## config.mk

```make
export PLATFORM = sky130hd
export DESIGN_NAME = oc8051_sfr_bank
export DESIGN_NICKNAME = d
export VERILOG_FILES = /design/src/rtl/oc8051_sfr_bank.sv
export SDC_FILE = /design/constraint.sdc
export NUM_CORES = 1
export LEC_CHECK = 0
export ABC_AREA = 1
export CORE_AREA = 2 2 98 100
export CTS_CLUSTER_DIAMETER = 40
export CTS_CLUSTER_SIZE = 40
export DETAILED_ROUTE_END_ITERATION = 12
export DIE_AREA = 0 0 100 102
export GPL_ROUTABILITY_DRIVEN = 1
export PLACE_DENSITY = 0.87
export SYNTH_ARGS = -nofsm -noshare
export SYNTH_HDL_FRONTEND = slang
export SYNTH_SLANG_ARGS = --single-unit
```

## constraint.sdc

```tcl
create_clock -name clk -period 5.65 [get_ports clk]
set_input_delay 0.565 -clock clk [delete_from_list [all_inputs] [get_ports clk]]
set_output_delay 0.565 -clock clk [all_outputs]
set_load 0.005 [all_outputs]
```

## src/rtl/oc8051_sfr_bank.sv

```systemverilog
// oc8051_sfr_bank
//   Generic bank of NREG special function registers that sits at BASE_ADR in
//   the 8051 SFR space (0x80-0xFF). Supports byte and bit read/write, a one-cycle
//   read-after-write stall, and hardware-set sticky status bits. An optional
//   clock prescaler is built when OC8051_SFR_BANK_PRES_EN is defined; otherwise
//   pres_ow is tied low.
//
// Ports
//   clk, rst    system clock, asynchronous active-high reset
//   adr0        read address (byte or bit)
//   adr1        write address (byte or bit)
//   dat1        byte write data
//   bit_in      bit write data
//   we          write enable
//   wr_bit      write is a bit write (registered internally as wr_bit_r)
//   hw_set      per-bit hardware set pulses, byte k = bits [8k+7:8k]
//   dat0        registered byte read data
//   bit_out     registered bit read data
//   hit         registered: previous adr0 decoded into this bank
//   wait_data   read hazard stall
//   regs        live register contents
//   pres_ow     prescaler overflow pulse
module oc8051_sfr_bank #(
  parameter logic [7:0]          BASE_ADR = 8'hC0,
  parameter int                  NREG     = 8,
  parameter logic [8*NREG-1:0]   RST_VAL  = {8*NREG{1'b0}},
  parameter logic [8*NREG-1:0]   WMASK    = {8*NREG{1'b1}},
  parameter int                  PRES_DIV = 12
) (
  input  logic                clk,
  input  logic                rst,
  input  logic [7:0]          adr0,
  input  logic [7:0]          adr1,
  input  logic [7:0]          dat1,
  input  logic                bit_in,
  input  logic                we,
  input  logic                wr_bit,
  input  logic [8*NREG-1:0]   hw_set,
  output logic [7:0]          dat0,
  output logic                bit_out,
  output logic                hit,
  output logic                wait_data,
  output logic [8*NREG-1:0]   regs,
  output logic                pres_ow
);

  logic [7:0] reg_q [NREG];
  logic [7:0] reg_d [NREG];
  logic [7:0] wm_b  [NREG];
  logic       wr_bit_r;

  logic [7:0] rd_byte;
  logic       rd_hit;
  logic [7:0] row0_byte;
  logic [7:0] row0_mask;
  logic       row0_hit;
  logic [7:0] wr_byte;
  logic [7:0] wr_mask;
  logic       wr_hit;
  logic [7:0] fwd_byte;
  logic       bit_nxt;
  logic       hazard;

  function automatic logic [7:0] reg_adr(input int k);
    return BASE_ADR + k[7:0];
  endfunction

  for (genvar g = 0; g < NREG; g++) begin : g_map
    assign wm_b[g]          = WMASK[8*g +: 8];
    assign regs[8*g +: 8]   = reg_q[g];
  end

  // Address decode for the read byte, the bit-read row and the write target.
  // The bit row {adr[7:3],000} is bit-addressable by construction.
  always_comb begin
    rd_byte   = 8'h00;
    rd_hit    = 1'b0;
    row0_byte = 8'h00;
    row0_mask = 8'h00;
    row0_hit  = 1'b0;
    wr_byte   = 8'h00;
    wr_mask   = 8'h00;
    wr_hit    = 1'b0;
    for (int k = 0; k < NREG; k++) begin
      if (adr0 == reg_adr(k)) begin
        rd_byte = reg_q[k];
        rd_hit  = 1'b1;
      end
      if ({adr0[7:3], 3'b000} == reg_adr(k)) begin
        row0_byte = reg_q[k];
        row0_mask = wm_b[k];
        row0_hit  = 1'b1;
      end
      if (adr1 == reg_adr(k)) begin
        wr_byte = reg_q[k];
        wr_mask = wm_b[k];
        wr_hit  = 1'b1;
      end
    end
  end

  // Register update: software write first, hardware set last so a set pulse
  // always survives a simultaneous software write of 0.
  always_comb begin
    for (int k = 0; k < NREG; k++) begin
      reg_d[k] = reg_q[k];
      if (we && !wr_bit_r && adr1 == reg_adr(k))
        reg_d[k] = (reg_q[k] & ~wm_b[k]) | (dat1 & wm_b[k]);
      if (we && wr_bit_r && {adr1[7:3], 3'b000} == reg_adr(k) && wm_b[k][adr1[2:0]])
        reg_d[k][adr1[2:0]] = bit_in;
      reg_d[k] = reg_d[k] | hw_set[8*k +: 8];
    end
  end

  // Bit read with write forwarding; forwarded data keeps read-only bits at
  // their current value.
  always_comb begin
    fwd_byte = (wr_byte & ~wr_mask) | (dat1 & wr_mask);
    bit_nxt  = row0_hit & row0_byte[adr0[2:0]];
    if (we && !wr_bit_r && wr_hit && adr1[7:3] == adr0[7:3] && adr1[2:0] != 3'b111)
      bit_nxt = fwd_byte[adr0[2:0]];
    else if (we && wr_bit_r && adr1 == adr0)
      bit_nxt = row0_hit & (row0_mask[adr0[2:0]] ? bit_in : row0_byte[adr0[2:0]]);
  end

  assign hazard = we & ((~wr_bit_r & adr1[7] & (adr1 == adr0)) |
                        ( wr_bit_r & (adr1[7:3] == adr0[7:3])));

  always_ff @(posedge clk or posedge rst) begin
    if (rst) begin
      for (int k = 0; k < NREG; k++)
        reg_q[k] <= RST_VAL[8*k +: 8];
      wr_bit_r  <= 1'b0;
      dat0      <= 8'h00;
      bit_out   <= 1'b0;
      hit       <= 1'b0;
      wait_data <= 1'b0;
    end else begin
      for (int k = 0; k < NREG; k++)
        reg_q[k] <= reg_d[k];
      wr_bit_r <= wr_bit;
      bit_out  <= bit_nxt;
      // A stall lasts one cycle: dat0/hit hold, then pick up the written value.
      if (hazard && !wait_data) begin
        wait_data <= 1'b1;
      end else begin
        wait_data <= 1'b0;
        dat0      <= rd_byte;
        hit       <= rd_hit;
      end
    end
  end

`ifdef OC8051_SFR_BANK_PRES_EN
  localparam int CW = $clog2(PRES_DIV);
  logic [CW-1:0] pres_cnt;

  always_ff @(posedge clk or posedge rst) begin
    if (rst) begin
      pres_cnt <= '0;
      pres_ow  <= 1'b0;
    end else if (pres_cnt == CW'(PRES_DIV - 1)) begin
      pres_cnt <= '0;
      pres_ow  <= 1'b1;
    end else begin
      pres_cnt <= pres_cnt + CW'(1);
      pres_ow  <= 1'b0;
    end
  end
`else
  assign pres_ow = 1'b0;
`endif

endmodule
```

==> results.sh <==
export IMPL_synth_avg_cell_area_um2=7.81
export IMPL_ant_nets=0
export IMPL_worst_setup_path_start_kind="input pin"
export IMPL_start_util_pct=46.0
export IMPL_yosysTopAreaCellShare_pct=45.3
export IMPL_synth_edf_count=0
export IMPL_nets=800
export IMPL_synth_simple_area_share_pct=32.6
export IMPL_first_pass_iters=5
export IMPL_clock_sinks=76
export IMPL_crit_fanout=26
export IMPL_wl_per_cell_um=19.4
export IMPL_hold_viol=0
export IMPL_cts_tree="yes"
export IMPL_p_comb_share_pct=13.6
export IMPL_end_kind="flop"
export IMPL_cts_hold_buf=0
export IMPL_rsz0062_at_grt="false"
export IMPL_p_leak_nw=2.74
export IMPL_area_growth_pct=47.0
export IMPL_max_clock_path_buffers=2
export IMPL_relSlewSlack_pct=37.2
export IMPL_cts_root_buf="clkbuf_8"
export IMPL_netlist_top_cells_area="dfrtp_1 45%, nand2_1 14%, nand3_1 5.1%, a211o_1 5.0%, a21oi_1 4.8%"
export IMPL_synth_xor_area_share_pct=1.25
export IMPL_grtUsageTotal_pct=32.1
export IMPL_status="finished clean"
export IMPL_place_hpwl_um=12200
export IMPL_finalSetupTns_ns=0
export IMPL_switching_power_mw=0.307
export IMPL_vias=4648
export IMPL_place_gp_congestion=0.923
export IMPL_setup_violations_final=0
export IMPL_synthAdderAreaFrac_pct=0
export IMPL_fp_dieH_um=102
export IMPL_nFillCells=765
export IMPL_drtIter0Drc=363
export IMPL_power_mw=1.17
export IMPL_io_pins=169
export IMPL_syn_inst=537
export IMPL_num_antenna_cells=0
export IMPL_rows=35
export IMPL_max_freq_ghz=0.411
export IMPL_ys_seq_area_share_pct=45.3
export IMPL_cts_resized=0
export IMPL_slew_violations=0
export IMPL_critPathArrivalTime_ns=2.74
export IMPL_syn_area_mm2=0.00419
export IMPL_ys_async_sr_fraction_pct=100
export IMPL_synth_top_family_by_area="simple AND/OR/NAND/NOR gates"
export IMPL_grt_overflow=0
export IMPL_swShare_pct=26.3
export IMPL_timing_final_crit_share_pct=43.1
export IMPL_die_w_um=100
export IMPL_path_class="input pin to flop"
export IMPL_antenna_found_initial=0
export IMPL_hold_class="flop to flop"
export IMPL_final_common_cell="clkdlybuf4s50_1"
export IMPL_synth_top_cell_by_area="dfrtp_1"
export IMPL_grt_pass1_wl_um=25000
export IMPL_vdd_drop_max_mv=0.120
export IMPL_dieArea_mm2=0.0102
export IMPL_ys_ff_latch=76
export IMPL_ys_warn_count=0
export IMPL_post_cts_buffers=0
export IMPL_port_buffers=167
export IMPL_clkTransAtPathRegs_ns=0.09
export IMPL_synth_ff_type="dfrtp_1"
export IMPL_worstSkewPairLatency_ns=0.36
export IMPL_crit_required_ns=5.95
export IMPL_cts_buffers_inserted=9
export IMPL_core_area_mm2=0.00911
export IMPL_ys_types=37
export IMPL_viasPerCell=5.65
export IMPL_grt_pass1_vias=4627
export IMPL_clockPowerShare_pct=39.3
export IMPL_maxCapViolations=0
export IMPL_period_minus_slack_ns=2.44
export IMPL_synth_compound_area_share_pct=14.6
export IMPL_intPower_mw=0.860
export IMPL_seqPwrFrac_pct=47.1
export IMPL_drc=0
export IMPL_drive_above_1_share_pct=6.04
export IMPL_drt_total_wl_um=15900
export IMPL_grt_max_degree=44
export IMPL_clock_skew_ns=0.00938
export IMPL_worst_slew_pin_slew_ns=0.940
export IMPL_htreeDepth=3
export IMPL_synth_nets=630
export IMPL_synth_mux_area_share_pct=0
export IMPL_final_cell_mix="167 x clkdlybuf4s50_1, 152 x nand2_1, 76 x dfrtp_1, 52 x nor2_1, 45 x inv_1"
export IMPL_powerDensity_mw_per_mm2=189
-- state kept, by name (all words and copies together) (netlist names) --
name,cells
hit,1
regs,64
wr_bit_r,1
bit_out,1
wait_data,1
dat0,8
-- cell type report --
type	instances	area, um^2	area share [%]
Sequential cell	76	1900	30.8
Clock inverter	5	66.3	1.08
Tap cell	111	139	2.25
Inverter	51	196	3.19
Timing Repair Buffer	168	1680	27.2
Clock buffer	11	151	2.45
Multi-Input combinational cell	401	2030	33.0
-- worst max-delay path, stage by stage --
cell,delay [ns]
clkdlybuf4s50_1,0.43
inv_1,0.11
nand2_1,0.08
nor2_2,0.71
nand2_1,0.35
inv_1,0.19
a21oi_1,0.09
nand4_1,0.09
nand2_1,0.06
nand2_1,0.05
-- layer usage --
metal | global-route usage (%) | routed length (um)
met5 | 0 | 0
met2 | 52.6 | 7500
met1 | 44.2 | 6630
met3 | 6.43 | 1500
met4 | 8.22 | 318
-- power by group through the flow --
stage	Clock, mW	Combinational (mW)	Sequential [mW]
detailed placement	0	0.157	0.560
floorplan	0	0.0567	0.559
global route	0.491	0.172	0.550
global placement	0	0.154	0.560
finish	0.459	0.159	0.549
CTS	0.462	0.157	0.549
-- cell usage after synthesis (2+ instances only) --
cell       instances
inv_1             46
buf_6              2
o211ai_1           2
nor2_2             4
buf_2              2
nand3_1           43
dfrtp_1           76
nor3_2             4
nand4_1           12
nor2_1            52
buf_4              3
xnor2_1            6
a211o_1           24
nand2_4            3
nand3b_1           8
nor3_1             4
nand2_1          152
or2_0              4
inv_2              4
a31oi_1            8
o21ai_0           19
o2111ai_1          2
a21oi_1           40
nor3_4             2
nand2_2            3
-- path summary, 6_finish.rpt --
check / start / endpoint / slack [ns] / cells past startpoint
worst max-delay path: adr0[4] / dat0[1]$_DFFE_PP0N_ / 3.21 / 10
worst min-delay path: dat0[7]$_DFFE_PP0N_ / dat0[7]$_DFFE_PP0N_ / 0.49 / 2
worst max register to register: wr_bit_r$_DFF_PP0_ / regs[16]$_DFF_PP0_ / 3.87 / 7
worst min register to register: dat0[7]$_DFFE_PP0N_ / dat0[7]$_DFFE_PP0N_ / 0.49 / 2
max in group asynchronous: rst / regs[7]$_DFF_PP0_ / 3.99 / 3
min in group asynchronous: rst / regs[42]$_DFF_PP0_ / 0.62 / 2
-- kinds of logic after synthesis --
kind of cell	Yosys count
xor+xnor	6
other cells	1
compound gates	98
simple gates	296
buf+inv	60
flops	76
-- stage by stage --
| step | cells | util (%) | area [um^2] | hold slack [ns] | setup slack [ns] |
|---|---|---|---|---|---|
| detailed placement | 807 | 65.3 | 5950 | 0.469 | 2.93 |
| CTS | 823 | 67.7 | 6170 | 0.491 | 3.31 |
| finish | 823 | 67.7 | 6170 | 0.488 | 3.21 |
| global placement | 807 | 65.3 | 5950 | 0.471 | 2.97 |
| floorplan | 537 | - | 4190 | 0.472 | 3.15 |
| global route | 823 | 67.7 | 6170 | 0.537 | 2.97 |
Power figures use the tool's default switching activity.
